$ cat src/rtl/uart_tx_arbiter.sv
// Round-robin arbiter sharing one uart_tx byte transmitter among N requesters.
// Latches the winner's byte and parity mode, then runs one enable/ready frame.
`timescale 1ns/1ps
module uart_tx_arbiter #(
  parameter int N             = 4,
  parameter int ACK_TIMEOUT   = 4,
  parameter int FRAME_TIMEOUT = 16
) (
  input  logic           baud_clk,
  input  logic           rst_n,
  input  logic [N-1:0]   req_i,
  input  logic [8*N-1:0] req_data_i,
  input  logic [1:0]     parity_i,
  output logic [N-1:0]   gnt_o,
  output logic [N-1:0]   done_o,
  output logic           busy_o,
  output logic           err_o,
  output logic [7:0]     tx_data_o,
  output logic [1:0]     tx_parity_o,
  output logic           tx_enable_o,
  input  logic           tx_ready_i
);

  localparam int TMAX = (ACK_TIMEOUT > FRAME_TIMEOUT) ? ACK_TIMEOUT : FRAME_TIMEOUT;
  localparam int TW   = $clog2(TMAX) + 1;
  localparam int LW   = $clog2(N);

  localparam logic [1:0] ST_IDLE  = 2'd0;
  localparam logic [1:0] ST_ISSUE = 2'd1;
  localparam logic [1:0] ST_SEND  = 2'd2;

  localparam logic [TW-1:0] ACK_LAST   = TW'(ACK_TIMEOUT - 1);
  localparam logic [TW-1:0] FRAME_LAST = TW'(FRAME_TIMEOUT - 1);
  localparam logic [LW-1:0] LAST_INIT  = LW'(N - 1);

  // Handshakes: a requester holds req_i (level) until its one-cycle gnt_o pulse;
  // toward uart_tx, tx_enable_o is held while tx_ready_i is high and dropped on
  // the first cycle tx_ready_i is seen low (frame accepted); tx_ready_i rising
  // again marks the end of the frame.
  logic [1:0]    state_q, state_d;
  logic [LW-1:0] last_q, last_d;
  logic [LW-1:0] owner_q, owner_d;
  logic [TW-1:0] timer_q, timer_d;
  logic [N-1:0]  gnt_q, gnt_d;
  logic [N-1:0]  done_q, done_d;
  logic          busy_q, busy_d;
  logic          err_q, err_d;
  logic [7:0]    data_q, data_d;
  logic [1:0]    par_q, par_d;
  logic          en_q, en_d;

  logic [LW-1:0] win;
  logic          win_vld;
  logic [LW-1:0] sel;
  logic [7:0]    win_byte;
  logic [N-1:0]  win_onehot;
  logic [N-1:0]  owner_onehot;

  // Search starts just after the last served requester, so it ends up lowest.
  always_comb begin
    win     = '0;
    win_vld = 1'b0;
    sel     = '0;
    for (int i = 1; i <= N; i++) begin
      sel = LW'((int'(last_q) + i) % N);
      if (!win_vld && req_i[sel]) begin
        win_vld = 1'b1;
        win     = sel;
      end
    end
  end

  always_comb begin
    win_byte     = '0;
    win_onehot   = '0;
    owner_onehot = '0;
    for (int k = 0; k < N; k++) begin
      if (win == LW'(k)) begin
        win_byte      = req_data_i[8*k +: 8];
        win_onehot[k] = 1'b1;
      end
      if (owner_q == LW'(k)) begin
        owner_onehot[k] = 1'b1;
      end
    end
  end

  always_comb begin
    state_d = state_q;
    last_d  = last_q;
    owner_d = owner_q;
    timer_d = timer_q;
    gnt_d   = '0;
    done_d  = '0;
    err_d   = err_q;
    data_d  = data_q;
    par_d   = par_q;
    en_d    = en_q;
    case (state_q)
      ST_IDLE: begin
        if (tx_ready_i && win_vld) begin
          owner_d = win;
          data_d  = win_byte;
          par_d   = parity_i;
          gnt_d   = win_onehot;
          en_d    = 1'b1;
          timer_d = '0;
          state_d = ST_ISSUE;
        end
      end
      ST_ISSUE: begin
        timer_d = timer_q + 1'b1;
        if (!tx_ready_i) begin
          // Enable must fall before the frame ends or uart_tx sends it twice.
          en_d    = 1'b0;
          timer_d = '0;
          state_d = ST_SEND;
        end else if (timer_q == ACK_LAST) begin
          en_d    = 1'b0;
          err_d   = 1'b1;
          last_d  = owner_q;
          state_d = ST_IDLE;
        end
      end
      ST_SEND: begin
        timer_d = timer_q + 1'b1;
        if (tx_ready_i) begin
          done_d  = owner_onehot;
          last_d  = owner_q;
          state_d = ST_IDLE;
        end else if (timer_q == FRAME_LAST) begin
          err_d   = 1'b1;
          last_d  = owner_q;
          state_d = ST_IDLE;
        end
      end
      default: begin
        en_d    = 1'b0;
        state_d = ST_IDLE;
      end
    endcase
    busy_d = (state_d != ST_IDLE);
  end

  always_ff @(posedge baud_clk or negedge rst_n) begin
    if (!rst_n) begin
      state_q <= ST_IDLE;
      last_q  <= LAST_INIT;
      owner_q <= '0;
      timer_q <= '0;
      gnt_q   <= '0;
      done_q  <= '0;
      busy_q  <= 1'b0;
      err_q   <= 1'b0;
      data_q  <= 8'h00;
      par_q   <= 2'd0;
      en_q    <= 1'b0;
    end else begin
      state_q <= state_d;
      last_q  <= last_d;
      owner_q <= owner_d;
      timer_q <= timer_d;
      gnt_q   <= gnt_d;
      done_q  <= done_d;
      busy_q  <= busy_d;
      err_q   <= err_d;
      data_q  <= data_d;
      par_q   <= par_d;
      en_q    <= en_d;
    end
  end

  assign gnt_o       = gnt_q;
  assign done_o      = done_q;
  assign busy_o      = busy_q;
  assign err_o       = err_q;
  assign tx_data_o   = data_q;
  assign tx_parity_o = par_q;
  assign tx_enable_o = en_q;

endmodule

$ cat config.mk
export PLATFORM = sky130hd
export DESIGN_NAME = uart_tx_arbiter
export DESIGN_NICKNAME = d
export VERILOG_FILES = /design/src/rtl/uart_tx_arbiter.sv
export SDC_FILE = /design/constraint.sdc
export NUM_CORES = 1
export LEC_CHECK = 0
export BUFFER_PORTS_ARGS = -buffer_cell sky130_fd_sc_hd__buf_2
export CAP_MARGIN = 20
export CORE_ASPECT_RATIO = 0.75
export CORE_MARGIN = 2
export CORE_UTILIZATION = 45
export CTS_CLUSTER_SIZE = 30
export DETAILED_ROUTE_END_ITERATION = 7
export PLACE_DENSITY = 0.78
export SLEW_MARGIN = 30
export SYNTH_ARGS = -nofsm -noshare
export SYNTH_HDL_FRONTEND = slang
export SYNTH_SLANG_ARGS = --single-unit
$ cat constraint.sdc
create_clock -name baud_clk -period 2.05 [get_ports baud_clk]
set_clock_uncertainty 0.2 [all_clocks]
set_input_delay 0.41 -clock baud_clk [delete_from_list [all_inputs] [get_ports baud_clk]]
set_output_delay 0.41 -clock baud_clk [all_outputs]
set_load 0.05 [all_outputs]
==> results of run 1 <==
==> per-layer routing <==
layer	wire length, µm	part of all wire
met5	0	0
met4	44	0.010
met3	217	0.050
met2	1980	0.46
met1	2110	0.48
==> critical path, stage by stage, from the launching register on <==
cell      delay, ps
dfstp_2         600
mux2i_1         230
o22ai_2         100
o21bai_4        210
buf_12          160
mux2_1          320
o211ai_1         90
==> worst max-delay path by stage <==
stage                     depth (start not counted)           end  slack [ps]
after CTS                                         6  tx_data_o[5]           1
after floorplan                                   8  tx_data_o[0]           4
after detailed placement                          7    timer_q[2]         -40
after global placement                            7    timer_q[2]          20
after global routing                              6  tx_data_o[3]          -5
final                                             6  tx_data_o[0]          70
==> registers in the layout (all words and copies together) (netlist names) <==
register / flops
tx_data_o: 8
timer_q: 5
done_o: 4
gnt_o: 4
last_q: 2
owner_q: 2
state_q: 2
tx_parity_o: 2
busy_o: 1
err_o: 1
tx_enable_o: 1
==> final cells by class <==
| type | instances | area [µm²] | share of cell area |
|---|---|---|---|
| multi-input cells | 137 | 948 | 0.385 |
| flip-flops and latches | 32 | 803 | 0.326 |
| repair buffers | 81 | 500 | 0.203 |
| clock buffers | 5 | 68.8 | 0.0279 |
| well taps | 52 | 65.1 | 0.0264 |
| clock inverters | 3 | 42.5 | 0.0173 |
| inverters | 9 | 33.8 | 0.0137 |
==> power groups by stage <==
| stage | Clock, W | Sequential [W] | Combinational (W) |
|---|---|---|---|
| floorplan | 0 | 0.00145 | 0.000851 |
| global placement | 0 | 0.000997 | 0.00175 |
| detailed placement | 0 | 0.000998 | 0.00178 |
| CTS | 0.000616 | 0.000992 | 0.00179 |
| global route | 0.000633 | 0.00103 | 0.00213 |
| finish | 0.000601 | 0.000997 | 0.00197 |
==> cell families after synthesis <==
kind of cell               synth area share
muxes                                 0.117
AOI/OAI and AO/OA                     0.148
adders and majority gates            0.0415
buffers and inverters                0.0636
DFF                                   0.444
and+or+nand+nor                       0.186
==> repair_timing <==
item                       CTS  global route
cloned                       0             2
buffers inserted             0             4
gates resized for setup      0            11
hold endpoints to repair    30             0
setup endpoints to repair    1            14
pin swaps                    1             3
hold buffers                 1             0
==> metrics by stage <==
stage / std cells / setup WS (ps)
global placement: 304 / 18.5
finish: 319 / 67.8
global route: 319 / -4.75
floorplan: 189 / 3.93
detailed placement: 304 / -36.2
CTS: 313 / 1.22
==> synthesized netlist by cell type (all sizes together), types with 4 or more instances <==
master and count:
nand2 24, mux2i 10, nand2b 5, nand3 19, a21o 5, buf 10
ha 6, dfrtp 30, mux2 10, inv 9, o31ai 4, nor2 11
o211ai 8, o21ai 11
==> results.py, run 1 <==
metrics = {
    "timing": {
        "rsz0062_at_grt": "true",
        "period_minus_slack_ps": 1980,
        "tns_ps": 0,
        "fin_crit_sh": 0.967,
        "fmax_mhz": 504,
        "setup_viol": 0,
        "fin_hold_ws_ps": 120,
        "slew_viol_final": 0,
        "worst_pin_slew_ps": 704,
        "final_hold_viol_count": 0,
        "slew_headroom": 0.531,
    },
    "worst_hold_path": {
        "min_delay_worst_endpoint": "tx_parity_o[0]",
        "hp-class": "input port to flop",
        "hold_depth": 3,
        "min-delay-start": "parity_i[0]",
    },
    "synthesis": {
        "avgSynthCellArea_um2": 9.58,
        "synth_edf_count": 0,
        "yosysTopAreaCell": "dfrtp_1",
        "yosysWarnings": 0,
        "ys_top_cells_by_area": "dfrtp_1 41%, mux2i_1 5.5%, nand3_1 5.3%",
        "synth_nets": 236,
        "seq_area_frac_synth": 0.444,
        "synth.top_cell.area_share": 0.415,
        "netlist_instances": 189,
        "ys.flop_type": "dfrtp_1",
        "synth_cell_type_count": 37,
        "synthArstFlopShare": 1.00,
        "ys_ff_latch": 32,
        "netlist_area_um2": 1810,
    },
    "drt": {
        "drt-pass1-iter-count": 4,
        "drt_iter0_markers": 116,
        "drc": 0,
        "routed_wl_mm": 4.35,
        "num_vias": 1646,
        "ant_nets": 0,
        "wl_per_cell_um": 13.6,
        "via_per_inst": 5.16,
    },
    "pwr": {
        "sequentialPowerShare": 0.280,
        "p_clk_frac": 0.168,
        "peakVddDrop_mv": 0.981,
        "p_switching_w": 0.00159,
        "intPower_w": 0.00198,
        "p_leak_nw": 1.23,
        "switching_share": 0.446,
        "power_w": 0.00357,
        "power.density_nw_per_um2": 1450,
        "pwr-share-comb": 0.552,
    },
    "critical_path": {
        "crit_path_start": "last_q[1]",
        "setup.worst_path.start_class": "flop",
        "path_class": "flop to flop",
        "cp-end-kind": "flop",
        "critical_path_required_ps": 2060,
        "worstPathArrival_ps": 1990,
        "reg2reg_from": "last_q[1]",
        "cp_max_fo": 9,
        "rr_worst_depth": 6,
        "r2r-end": "tx_data_o[0]",
        "r2r_slack_ps": 70,
    },
    "clock_network": {
        "clkSinkCount": 32,
        "clk_latency_ps": 290,
        "cts-buffers-inserted": 5,
        "cts-root-buf": "clkbuf_8",
        "cts_tree": "built",
        "cts_max_path_buffers": 2,
        "clkSlewWorstSetupHoldPaths_ps": 70,
        "htreeDepth": 2,
    },
    "layout": {
        "final_cell_mix": "61 x buf_2, 30 x dfrtp_1, 24 x nand2_1",
        "final_nets": 313,
        "area_delta_synth_final_pct": 36.0,
        "final_common_cell": "buf_2",
        "antennaDiodeCount": 0,
        "n_fill_cell": 313,
        "fin_area_um2": 2460,
        "utilization": 0.656,
        "drive_gt1_frac": 0.401,
    },
    "global_route": {
        "grt_use_met3": 0.0414,
        "grt_use_total": 0.187,
        "antenna_found_initial": 0,
        "grt_pass1_wl_mm": 6.53,
        "grt_use_met2": 0.277,
        "grt_busiest_layer": "met2",
        "use_met1": 0.266,
        "grt_pass1_vias": 1462,
        "grt_max_degree": 33,
        "gr-total-overflow": 0,
    },
    "placed_design": {
        "placed_area_um2": 2230,
        "hpwl_mm": 2.98,
        "gp_congestion": 0.846,
        "port_buffers": 61,
    },
    "die": {
        "core_area_um2": 3760,
        "ios": 62,
        "dieArea_um2": 4550,
        "start_util": 0.482,
        "num_rows": 19,
        "die_y_um": 58.9,
        "dieWidth_um": 77.2,
    },
    "status": {
        "status": "finished clean",
    },
    "run": {
        "max_cap_violations": 0,
    },
}
Note: power is estimated with default switching activity, not from simulation.
==> inputs of run 2 (changes only) <==
--- a/config.mk
+++ b/config.mk
@@ -13,6 +13,7 @@
 export CTS_CLUSTER_SIZE = 30
 export DETAILED_ROUTE_END_ITERATION = 7
 export PLACE_DENSITY = 0.78
+export RECOVER_POWER = 50
 export SLEW_MARGIN = 30
 export SYNTH_ARGS = -nofsm -noshare
 export SYNTH_HDL_FRONTEND = slang
==> run 2 against run 1 <==
Net effect:
- critical path depth stayed put
- combinational power hardly changed
- largest power group unchanged
- count of clock-buffer cells in the layout stayed put
- maximum frequency is 0.11% higher
- non-clock buffer count stayed put
- clock power hardly changed
- via count hardly changed
- setup slack better by 2.2 ps
- power is 0.26% lower
==> results.py, run 2 (synthesized netlist as in run 1, its figures left out) <==
metrics = {
    "clock_network": {
        "cts_max_path_buffers": 2,
        "clk_latency_ps": 290,
        "clkSinkCount": 32,
        "clkSlewWorstSetupHoldPaths_ps": 70,
        "htreeDepth": 2,
        "cts-root-buf": "clkbuf_8",
        "cts_tree": "built",
        "cts-buffers-inserted": 5,
    },
    "pwr": {
        "switching_share": 0.448,
        "pwr-share-comb": 0.550,
        "p_clk_frac": 0.169,
        "p_switching_w": 0.00159,
        "p_leak_nw": 1.19,
        "power.density_nw_per_um2": 1450,
        "peakVddDrop_mv": 0.981,
        "sequentialPowerShare": 0.281,
        "power_w": 0.00356,
        "intPower_w": 0.00196,
    },
    "timing": {
        "slew_viol_final": 0,
        "final_hold_viol_count": 0,
        "worst_pin_slew_ps": 788,
        "setup_viol": 0,
        "period_minus_slack_ps": 1980,
        "tns_ps": 0,
        "fin_crit_sh": 0.966,
        "rsz0062_at_grt": "true",
        "slew_headroom": 0.475,
        "fmax_mhz": 505,
    },
    "die": {
        "start_util": 0.482,
        "die_y_um": 58.9,
        "num_rows": 19,
        "core_area_um2": 3760,
        "dieWidth_um": 77.2,
        "ios": 62,
        "dieArea_um2": 4550,
    },
    "layout": {
        "final_nets": 313,
        "antennaDiodeCount": 0,
        "largest_register_ffs": 8,
        "final_cell_mix": "49 x buf_2, 30 x dfrtp_1, 24 x nand2_1",
        "drive_gt1_frac": 0.360,
        "final_common_cell": "buf_2",
        "fin_cells": 319,
        "area_delta_synth_final_pct": 35.2,
    },
    "drt": {
        "wl_per_cell_um": 13.7,
        "ant_nets": 0,
        "drt_iter0_markers": 116,
        "num_vias": 1645,
        "via_per_inst": 5.16,
        "drt-pass1-iter-count": 4,
        "routed_wl_mm": 4.37,
        "drc": 0,
    },
    "status": {
        "status": "finished clean",
    },
    "critical_path": {
        "cp-end-kind": "flop",
        "path_class": "flop to flop",
        "critical_path_required_ps": 2060,
        "setup.worst_path.start_class": "flop",
        "cp_max_fo": 9,
        "worstPathArrival_ps": 1990,
    },
    "global_route": {
        "gr-total-overflow": 0,
        "grt_max_degree": 33,
        "grt_pass1_wl_mm": 6.53,
        "grt_use_total": 0.187,
        "grt_pass1_vias": 1462,
        "antenna_found_initial": 0,
    },
    "run": {
        "max_cap_violations": 0,
    },
    "worst_hold_path": {
        "hp-class": "input port to flop",
    },
    "placed_design": {
        "hpwl_mm": 2.98,
        "gp_congestion": 0.846,
        "dpl.cell_count": 304,
        "port_buffers": 61,
    },
}
run 2: cell types whose count changed in the layout (fill, tap and decap cells not counted), sizes merged:
cell    delta
clkbuf    +12
buf       -12
run 2: routing by layer:
| layer | vias up | wire length [µm] | GRT usage |
|---|---|---|---|
| met1 | 772 | 2120 | 0.266 |
| met5 | - | 0 | 0 |
| li1 | 822 | - | - |
| met4 | 0 | 41 | 0.0842 |
| met3 | 4 | 227 | 0.0414 |
| met2 | 47 | 1990 | 0.277 |
run 2: stage by stage:
step	instance area [µm²]	hold WS [ps]	worst slack [ps]	util
CTS	2350	109	1.22	0.627
finish	2450	120	70.0	0.652
detailed placement	2230	239	-36.2	0.595
floorplan	1810	-85.6	3.93	-
global route	2450	143	-4.75	0.652
global placement	2230	237	18.5	0.595
run 2: repair_timing:
item / CTS / global route
endpoints found under the setup margin: 1 / 14
pin swaps: 1 / 3
hold endpoints to repair: 30 / 0
gates resized for setup: 0 / 11
hold buffers: 1 / 0
buffers inserted: 0 / 4
cloned: 0 / 2
run 2: final timing paths:
| check | slack, ps | end | startpoint | cells after the start |
|---|---|---|---|---|
| hold / removal | 120 | tx_parity_o[0] | parity_i[0] | 3 |
| max in group asynchronous | 610 | done_o[3] | rst_n | 2 |
| min in group asynchronous | 530 | timer_q[4] | rst_n | 2 |
| hold reg to reg | 250 | err_o | err_o | 1 |
| setup / recovery | 70 | tx_data_o[0] | last_q[1] | 6 |
| setup reg to reg | 70 | tx_data_o[0] | last_q[1] | 6 |
run 2: worst max-delay path: stages (launching register included):
cell	delay, ps
dfstp_2	600
mux2i_1	230
o22ai_2	100
o21bai_4	210
buf_12	160
mux2_1	320
o211ai_1	90
run 2: cell type report:
| cell class | instances | area [µm²] |
|---|---|---|
| inverter | 9 | 33.8 |
| tap | 52 | 65.1 |
| multi-input combinational | 137 | 948 |
| timing repair buffer | 81 | 487 |
| clock buffer | 5 | 68.8 |
| clock inverter | 3 | 42.5 |
| fill | 315 | 1310 |
| sequential | 32 | 803 |
run 2: power groups by stage:
stage | registers (W) | clock network [W] | logic, W
6_report | 0.000999 | 0.000601 | 0.00196
5_1_grt | 0.00103 | 0.000633 | 0.00212
4_1_cts | 0.000992 | 0.000616 | 0.00179
3_5_place_dp | 0.000998 | 0 | 0.00178
3_3_place_gp | 0.000997 | 0 | 0.00175
2_1_floorplan | 0.00145 | 0 | 0.000851
==> inputs of run 3 (changes only) <==
--- a/config.mk
+++ b/config.mk
@@ -5,11 +5,12 @@
 export SDC_FILE = /design/constraint.sdc
 export NUM_CORES = 1
 export LEC_CHECK = 0
+export ABC_AREA = 1
 export BUFFER_PORTS_ARGS = -buffer_cell sky130_fd_sc_hd__buf_2
 export CAP_MARGIN = 20
 export CORE_ASPECT_RATIO = 0.75
 export CORE_MARGIN = 2
-export CORE_UTILIZATION = 45
+export CORE_UTILIZATION = 46
 export CTS_CLUSTER_SIZE = 30
 export DETAILED_ROUTE_END_ITERATION = 7
 export PLACE_DENSITY = 0.78
==> run 3 against run 2 <==
Net effect:
- area after synthesis increased by 13%
- via count up 36%
- register-to-register slack lost 260 ps
- combinational power up 94%
- the run now ends with negative setup slack left
- first-iteration DRC count down 0.86%
- wire length up 39%
- power is 50% higher
==> results.py, run 3 <==
metrics = {
    "synthesis": {
        "avgSynthCellArea_um2": 7.17,
        "synth_cell_type_count": 31,
        "ys_ff_latch": 32,
        "yosysTopAreaCell": "dfrtp_1",
        "yosys-top-cells-count": "100 x nand2_1, 30 x dfrtp_1, 30 x inv_1",
        "synth_edf_count": 0,
        "synthArstFlopShare": 1.00,
        "ys_top_cells_by_area": "dfrtp_1 37%, nand2_1 18%, inv_1 5.5%",
        "synth_nets": 331,
        "netlist_instances": 284,
        "netlist_area_um2": 2040,
        "synth.top_cell.area_share": 0.369,
        "seq_area_frac_synth": 0.394,
        "ys.flop_type": "dfrtp_1",
        "synth_most_common_cell": "nand2_1",
        "yosysWarnings": 0,
    },
    "pwr": {
        "p_leak_nw": 1.60,
        "p_clk_frac": 0.098,
        "power_w": 0.00535,
        "power.density_nw_per_um2": 1800,
        "intPower_w": 0.00251,
        "peakVddDrop_mv": 0.916,
        "switching_share": 0.531,
        "sequentialPowerShare": 0.189,
        "p_switching_w": 0.00284,
        "pwr-share-comb": 0.713,
    },
    "timing": {
        "worst_pin_slew_ps": 791,
        "slew_viol_final": 0,
        "fmax_mhz": 446,
        "period_minus_slack_ps": 2240,
        "slew_headroom": 0.473,
        "finalWorstSetupSlack_ps": -191,
        "rsz0062_at_grt": "true",
        "setup_viol": 20,
        "fin_crit_sh": 1.09,
        "final_hold_viol_count": 0,
    },
    "critical_path": {
        "path_class": "flop to flop",
        "setup.worst_path.start_class": "flop",
        "cp_max_fo": 8,
        "critical_path_required_ps": 2030,
        "worstPathArrival_ps": 2220,
        "cp-end-kind": "flop",
    },
    "layout": {
        "area_delta_synth_final_pct": 46.2,
        "final_common_cell": "nand2_1",
        "final_nets": 422,
        "largest_register_ffs": 8,
        "drive_gt1_frac": 0.453,
        "antennaDiodeCount": 0,
        "final_cell_mix": "81 x nand2_1, 54 x buf_2, 30 x dfrtp_1",
    },
    "run": {
        "max_cap_violations": 0,
    },
    "drt": {
        "drc": 0,
        "ant_nets": 0,
        "via_per_inst": 5.22,
        "wl_per_cell_um": 14.1,
        "drt_iter0_markers": 115,
        "routed_wl_mm": 6.08,
        "num_vias": 2243,
        "drt-pass1-iter-count": 4,
    },
    "placed_design": {
        "port_buffers": 61,
        "gp_congestion": 0.919,
        "place_ws_ps": -181,
        "hpwl_mm": 3.76,
    },
    "global_route": {
        "antenna_found_initial": 0,
        "gr-total-overflow": 0,
        "grt_pass1_vias": 1911,
        "grt_busiest_layer": "met2",
        "grt_max_degree": 33,
        "grt_use_total": 0.223,
        "grt_use_met2": 0.364,
        "grt_pass1_wl_mm": 8.34,
        "use_met1": 0.287,
        "grt_use_met3": 0.0733,
    },
    "clock_network": {
        "clkSlewWorstSetupHoldPaths_ps": 70,
        "htreeDepth": 2,
        "cts-buffers-inserted": 5,
        "cts_max_path_buffers": 2,
        "cts_tree": "built",
        "clkSinkCount": 32,
        "clk_latency_ps": 280,
        "cts-root-buf": "clkbuf_8",
    },
    "die": {
        "dieWidth_um": 80.8,
        "die_y_um": 61.6,
        "dieArea_um2": 4980,
        "num_rows": 20,
        "ios": 62,
        "core_area_um2": 4150,
        "start_util": 0.490,
    },
    "worst_hold_path": {
        "hp-class": "input port to flop",
    },
    "status": {
        "violations": "negative setup slack",
        "status": "finished with violations",
    },
}
==> run 3: power groups by stage <==
stage / Clock (W) / Combinational, W / Sequential (W)
6_report: 0.000526 / 0.00381 / 0.00101
5_1_grt: 0.000564 / 0.00408 / 0.00103
4_1_cts: 0.000532 / 0.00307 / 0.000997
3_5_place_dp: 0 / 0.00288 / 0.00102
3_3_place_gp: 0 / 0.00282 / 0.00101
2_1_floorplan: 0 / 0.00171 / 0.00146
==> run 3: cell type report <==
class                      count  area (µm²)
clock buffer                   7        96.3
multi-input combinational    208        1260
inverter                      37         164
sequential                    32         803
timing repair inverter         1        11.3
tap                           55        68.8
fill                         319        1180
timing repair buffer          90         572
==> run 3: worst max-delay path, stage by stage, from the launching register on <==
cell and delay [ps]:
dfstp_2 600, buf_12 130, buf_8 110, nand2_1 60, nand3_2 70, nand2_2 70, nand4_1 80, nand2_1 90
inv_2 90, nand2_4 110, buf_4 150, o21ai_0 190, nand2_1 90, nand2_1 70, nand2_1 50
==> run 3: logic make-up (layout without fill, tap and decap cells) <==
kind of cell | Yosys count | count (layout) | synth area share
AND/OR/NAND/NOR | 174 | 174 | 0.397
buffers and inverters | 44 | 135 | 0.0958
flip-flops | 32 | 32 | 0.394
AO/OA/AOI/OAI | 27 | 27 | 0.0706
adder cells (fa/ha/maj) | 6 | 6 | 0.0369
multiplexers | 1 | 1 | 0.00491
==> run 3: path summary, 6_finish.rpt <==
kind,from,endpoint,slack (ps),cells past startpoint
worst min-delay path,parity_i[0],tx_parity_o[0],130,3
max in group asynchronous,rst_n,gnt_o[1],600,2
worst max-delay path,last_q[0],tx_data_o[6],-190,14
min in group asynchronous,rst_n,done_o[2],540,2
worst min register to register,err_o,err_o,260,1
worst max register to register,last_q[0],tx_data_o[6],-190,14
==> run 3: per-stage QoR <==
step                      hold WS [ps]  instance area [µm²]  setup TNS [ps]  std cells  utilization
after floorplan                  -85.6                 2040               0        284            -
after global placement             253                 2460            -904        407        0.593
after detailed placement           249                 2460           -2370        407        0.593
after CTS                          116                 2660           -1400        420        0.641
after global routing               125                 2980           -4060        430        0.717
final                              129                 2980           -2060        430        0.717
==> run 3: what timing repair did <==
item / in CTS / in global routing
hold endpoints to repair: 21 / 0
buffers inserted: 5 / 9
hold buffers: 1 / 0
resized for setup: 14 / 74
gates cloned: 0 / 1
setup endpoints to repair: 23 / 25
pin swaps: 21 / 19
==> run 3: layer usage <==
metal / share of wire / wire length [µm]
met2: 0.49 / 2960
met3: 0.071 / 429
met1: 0.42 / 2540
met4: 0.024 / 148
met5: 0 / 0
